==> config.mk <==
export PLATFORM = sky130hd
export DESIGN_NAME = regfile_write_queue
export DESIGN_NICKNAME = d
export VERILOG_FILES = /design/src/rtl/wbq_pkg.sv /design/src/rtl/wbq_fwd_lookup.sv /design/src/rtl/regfile_write_queue.sv
export SDC_FILE = /design/constraint.sdc
export NUM_CORES = 1
export LEC_CHECK = 0
export BUFFER_PORTS_ARGS = -buffer_cell sky130_fd_sc_hd__buf_2
export CORE_MARGIN = 1.5
export CORE_UTILIZATION = 50
export DETAILED_ROUTE_END_ITERATION = 12
export PLACE_DENSITY = 0.73
export SLEW_MARGIN = 20
export SYNTH_ARGS = -nofsm -noshare
export SYNTH_HDL_FRONTEND = slang
export SYNTH_HIERARCHICAL = 1
export SYNTH_SLANG_ARGS = --single-unit
==> constraint.sdc <==
create_clock -name clk -period 8.8 [get_ports clk]
set_input_delay 0.88 -clock clk [delete_from_list [all_inputs] [get_ports clk]]
set_output_delay 0.88 -clock clk [all_outputs]
set_load 0.01 [all_outputs]
==> src/rtl/wbq_pkg.sv <==
// wbq_pkg: shared definitions for the register-file write queue.
//   DEPTH_DEF / REGW_DEF / DATAW_DEF : default queue depth and field widths
//   REG_ZERO  : the hardwired-zero register number; writes to it are discarded
//   entry_t   : one queued writeback (destination register + data)
//   ptr_width : width of a head/tail pointer for a given depth
package wbq_pkg;

  localparam int DEPTH_DEF = 4;
  localparam int REGW_DEF  = 5;
  localparam int DATAW_DEF = 32;

  localparam logic [4:0] REG_ZERO = 5'd0;

  typedef struct packed {
    logic [REGW_DEF-1:0]  regn;
    logic [DATAW_DEF-1:0] data;
  } entry_t;

  function automatic int ptr_width(input int depth);
    return (depth > 1) ? $clog2(depth) : 1;
  endfunction

endpackage

==> src/rtl/wbq_fwd_lookup.sv <==
// wbq_fwd_lookup: combinational forwarding search over the queued entries.
//   regn_q / data_q : entry storage (indexed by slot)
//   head / count    : first occupied slot and number of occupied slots
//   rdn             : register number being read by the operand stage
//   hit / data      : youngest queued entry for rdn (data is 0 on a miss)
module wbq_fwd_lookup
  import wbq_pkg::*;
#(
  parameter int DEPTH = DEPTH_DEF,
  parameter int REGW  = REGW_DEF,
  parameter int DATAW = DATAW_DEF,
  parameter int PTRW  = ptr_width(DEPTH)
) (
  input  logic [DEPTH-1:0][REGW-1:0]  regn_q,
  input  logic [DEPTH-1:0][DATAW-1:0] data_q,
  input  logic [PTRW-1:0]             head,
  input  logic [PTRW:0]               count,
  input  logic [REGW-1:0]             rdn,
  output logic                        hit,
  output logic [DATAW-1:0]            data
);

  logic [PTRW-1:0] idx;

  // Walk from the oldest entry toward the youngest; a later match simply
  // overrides an earlier one, which gives the same result as a priority
  // search from tail-1 back to head. Register 0 never forwards.
  always_comb begin
    hit  = 1'b0;
    data = '0;
    idx  = head;
    for (int i = 0; i < DEPTH; i++) begin
      idx = head + PTRW'(i);
      if (((PTRW+1)'(i) < count) && (rdn != REGW'(REG_ZERO)) &&
          (regn_q[idx] == rdn)) begin
        hit  = 1'b1;
        data = data_q[idx];
      end
    end
  end

endmodule

==> src/rtl/regfile_write_queue.sv <==
// regfile_write_queue: in-order write buffer in front of the register file.
//   clk, reset          : rising-edge clock, synchronous active-low reset
//   alu_*               : ALU writeback, always accepted (lost only if no slot)
//   mem_* / mem_ready   : load/multiply writeback with valid/ready handshake
//   wregn / wdata / wen : register-file write port, driven from the head entry
//   rd1n / rd2n, fwd*   : forwarding lookups into the queued (uncommitted) data
//   count               : occupied entries
//   err_ovf             : sticky flag, an ALU result was dropped
module regfile_write_queue
  import wbq_pkg::*;
#(
  parameter int DEPTH = DEPTH_DEF,
  parameter int REGW  = REGW_DEF,
  parameter int DATAW = DATAW_DEF
) (
  input  logic                       clk,
  input  logic                       reset,
  input  logic                       alu_valid,
  input  logic [REGW-1:0]            alu_regn,
  input  logic [DATAW-1:0]           alu_data,
  input  logic                       mem_valid,
  output logic                       mem_ready,
  input  logic [REGW-1:0]            mem_regn,
  input  logic [DATAW-1:0]           mem_data,
  output logic [REGW-1:0]            wregn,
  output logic [DATAW-1:0]           wdata,
  output logic                       wen,
  input  logic [REGW-1:0]            rd1n,
  output logic                       fwd1_hit,
  output logic [DATAW-1:0]           fwd1_data,
  input  logic [REGW-1:0]            rd2n,
  output logic                       fwd2_hit,
  output logic [DATAW-1:0]           fwd2_data,
  output logic [$clog2(DEPTH):0]     count,
  output logic                       err_ovf
);

  localparam int PTRW = ptr_width(DEPTH);
  localparam int CNTW = $clog2(DEPTH) + 1;

  logic [DEPTH-1:0][REGW-1:0]  regn_q;
  logic [DEPTH-1:0][DATAW-1:0] data_q;
  logic [PTRW-1:0]             head;
  logic [PTRW-1:0]             tail;
  logic [CNTW-1:0]             count_q;
  logic                        err_q;

  logic                        pop;
  logic [CNTW:0]               free;
  logic                        alu_req;
  logic                        alu_take;
  logic                        mem_push;
  logic [PTRW-1:0]             mem_slot;
  entry_t                      alu_entry;
  entry_t                      mem_entry;

  assign alu_entry = '{regn: alu_regn, data: alu_data};
  assign mem_entry = '{regn: mem_regn, data: mem_data};

  // The head always drains when occupied, so its slot counts as free for
  // this cycle's pushes.
  assign pop  = (count_q != '0);
  assign free = (CNTW+1)'(DEPTH) - {1'b0, count_q} + {{CNTW{1'b0}}, pop};

  // Writes to register 0 are swallowed without occupying a slot.
  assign alu_req   = alu_valid && (alu_regn != REGW'(REG_ZERO));
  assign alu_take  = alu_req && (free != '0);
  assign mem_ready = reset && ((free - {{CNTW{1'b0}}, alu_take}) != '0);
  assign mem_push  = mem_valid && mem_ready && (mem_regn != REGW'(REG_ZERO));

  // When both sources push, the ALU result is the older of the two.
  assign mem_slot = tail + PTRW'(alu_take);

  // Storage needs no reset; only slots between head and tail are ever read.
  always_ff @(posedge clk) begin
    if (alu_take) begin
      regn_q[tail] <= alu_entry.regn;
      data_q[tail] <= alu_entry.data;
    end
    if (mem_push) begin
      regn_q[mem_slot] <= mem_entry.regn;
      data_q[mem_slot] <= mem_entry.data;
    end
  end

  // Pointer, occupancy and overflow bookkeeping.
  always_ff @(posedge clk) begin
    if (!reset) begin
      head    <= '0;
      tail    <= '0;
      count_q <= '0;
      err_q   <= 1'b0;
    end else begin
      head    <= head + PTRW'(pop);
      tail    <= tail + PTRW'(alu_take) + PTRW'(mem_push);
      count_q <= count_q + CNTW'(alu_take) + CNTW'(mem_push) - CNTW'(pop);
      if (alu_req && !alu_take) begin
        err_q <= 1'b1;
      end
    end
  end

  assign wen     = pop;
  assign wregn   = pop ? regn_q[head] : '0;
  assign wdata   = pop ? data_q[head] : '0;
  assign count   = count_q;
  assign err_ovf = err_q;

  wbq_fwd_lookup #(.DEPTH(DEPTH), .REGW(REGW), .DATAW(DATAW), .PTRW(PTRW)) u_fwd1 (
    .regn_q (regn_q),
    .data_q (data_q),
    .head   (head),
    .count  (count_q),
    .rdn    (rd1n),
    .hit    (fwd1_hit),
    .data   (fwd1_data)
  );

  wbq_fwd_lookup #(.DEPTH(DEPTH), .REGW(REGW), .DATAW(DATAW), .PTRW(PTRW)) u_fwd2 (
    .regn_q (regn_q),
    .data_q (data_q),
    .head   (head),
    .count  (count_q),
    .rdn    (rd2n),
    .hit    (fwd2_hit),
    .data   (fwd2_data)
  );

endmodule

==> run summary <==
Worst IR Drop VDD - 0.000281 V
Setup Crit Path Kind - reg2out
fin crit period - 6150 ps
Initial Utilization - 50.6%
Clk Latency, worst-skew pair - 430 ps
HPWL after detailed placement - 44800 um
Pwr Density - 462 nW/um^2
r2r endpoint - data_q[84]
Seq. cell area - 3130 sq um
via/cell ratio - 7.51
final RePlAce weighted congestion - 0.995
synth warn - 6
TritonCTS Buffers - 17
total global-route track usage - 34.9%
initial antenna violation count - 12
final wirelength - 67600 um
share of layout cells above drive strength 1 - 30.0%
post-route ant nets - 0
worst setup path endpoint - fwd1_data[2]
Max clock buf depth - 2
mux contribution to synthesized area - 30.4%
IO Pins - 197
fillers - 3222
Max Clock Skew - 4.53 ps
Post-Synth Adder-Cell Area - 0.780%
Clock Sinks - 156
biggest area consumer among synthesized cells - dfxtp_1
Post-synth EDFFs - 0
crit start category - flop
CTS tree - done
outcome - finished clean
# rows - 69
Post-CTS Resized - 0
Crit. End Element - primary output
Slew Viols, Final - 0
die width - 192 um
syn_nets - 2152
ys async rst share - 0%
multi-input combinational cell area - 13600 sq um
Worst-Margin Slew - 1220 ps
# setup viols final - 0
first drt pass iteration count - 6
synthesis-to-finish area growth - 6.40%
DRC - 0
top_reg_cell synth - dfxtp_1
Reg-to-Reg Start - count[2]
vias post-DR - 18900
core box area - 35500 sq um
largest net degree at the start of global routing - 206
most numerous cell in the Yosys netlist - mux2i_1
Post-Syn Instances - 2054
hold buffer count at cts - 0
Slew HR - 18.9%
CP Max Fanout - 78
Synth Area in XOR/XNOR - 2.75%
leakage power - 0.00624 uW
worst endpoint required time - 7920 ps
HP Class - reg2reg
setup TNS - 0 ps
worst reg-to-reg setup slack - 3270 ps
Seq/Total Area, Yosys - 17.4%
H-tree depth - 4
root buf cell - clkbuf_16
die area - 37100 sq um
cells on worst reg2reg path - 14
commonest cells in the netlist - 210 x mux2i_1, 192 x mux2_2, 190 x o21ai_0, 156 x dfxtp_1, 152 x nand3_1
Worst Hold Depth - 2
Congestion Overflow GR - 0
die height - 192 um
Power, Total - 8830 uW
Yosys cell types - 56
Max Fclk - 163 MHz
IO buf count - 196
RSZ-0062 raised after global routing - false
Synth Register Bits - 156
Synth Area in Compound Gates - 26.8%
WHS - 504 ps
Fin. Hold Viols - 0
Synth Area in Simple Gates - 14.1%
# nets final - 2134
Synth area leaders - dfxtp_1 17%, mux2_2 12%, mux2i_1 12%
WP data arrival - 5270 ps
Synth Cell Area - 18000 sq um
vias in the first global route - 16500
Mean Syn Cell Area - 8.74 sq um
max-cap violations - 0
post-CTS setup buffer count - 0
crit path from - head[1]
Synth top area share - 17.4%
Iteration-0 DRC Markers - 2921
first-pass GRT wire length - 100000 um
Routed wire per std cell - 26.9 um
clock-pin transition on the worst setup and hold timing paths - 60 ps
final period utilization - 69.8%
largest family of logic cells by synthesized area - multiplexers
## sequential cells by signal (all words and copies together) (netlist names)
| register | cells |
|---|---|
| head | 2 |
| data_q | 128 |
| err_ovf | 1 |
| regn_q | 20 |
| tail | 2 |
| count | 3 |
## how the worst min path moves through the flow
stage / start / to / slack [ps]
final: err_ovf / err_ovf / 500
after global routing: err_ovf / err_ovf / 530
after CTS: err_ovf / err_ovf / 500
after detailed placement: err_ovf / err_ovf / 480
after global placement: err_ovf / err_ovf / 460
after floorplan: err_ovf / err_ovf / 500
## report_power, final
part / leakage, uW / internal (uW) / switching [uW] / total [uW]
combinational: 0.00465 / 2740 / 3230 / 5970
clock: 0.000270 / 365 / 322 / 687
sequential: 0.00132 / 1110 / 1060 / 2170
total: 0.00624 / 4210 / 4620 / 8830
## cell usage in the layout, fill, tap and decap left out, types with 53 or more instances in the layout
cell type  count
mux4_2        53
nand3_1      152
o2bb2ai_1     62
buf_2        196
mux2_2       192
a21oi_1       76
nor4_1       150
a221o_1       82
a31oi_1       99
mux2i_1      210
o21ai_0      190
dfxtp_1      154
## through the flow
stage	area, sq um	setup WS [ps]	util (%)	std cells
after floorplan	18000	3720	-	2054
after global placement	18500	3340	52.3	2478
after detailed placement	18500	3230	52.3	2478
after CTS	19100	2760	53.8	2510
after global routing	19100	2370	53.8	2514
final	19100	2650	53.8	2516
## worst max-delay path, cell delays in order (launching register included)
cell	delay, ps
dfxtp_4	950
buf_4	920
mux4_2	440
a211oi_2	240
o2111ai_1	210
a21oi_4	170
buf_4	810
mux2i_1	270
a22oi_1	90
o2bb2ai_1	410
buf_2	210
## cells by family after synthesis
| family | Yosys count |
|---|---|
| and+or+nand+nor | 443 |
| xor gates and xnor gates | 52 |
| AOI/OAI and AO/OA | 659 |
| muxes | 455 |
| buffers and inverters | 279 |
| adders and majority gates | 10 |
| DFF | 156 |
## per-layer routing
metal  track usage, %  part of all wire [%]  up-vias
li1                 -                     -     8171
met3             8.66                    14      146
met1             51.9                    42     9259
met4             11.4                   3.3       12
met5                0                 0.090        -
met2             48.4                    41     1303
## area by class of cell
| class | count | area share, % |
|---|---|---|
| tap | 461 | 3.02 |
| clock inverter | 15 | 0.603 |
| multi-input combinational | 1619 | 70.9 |
| inverter | 18 | 0.354 |
| sequential | 156 | 16.4 |
| timing repair buffer | 224 | 6.39 |
| clock buffer | 17 | 2.23 |
| antenna | 6 | 0.0786 |
No activity file was read; power rests on OpenSTA's default activity.
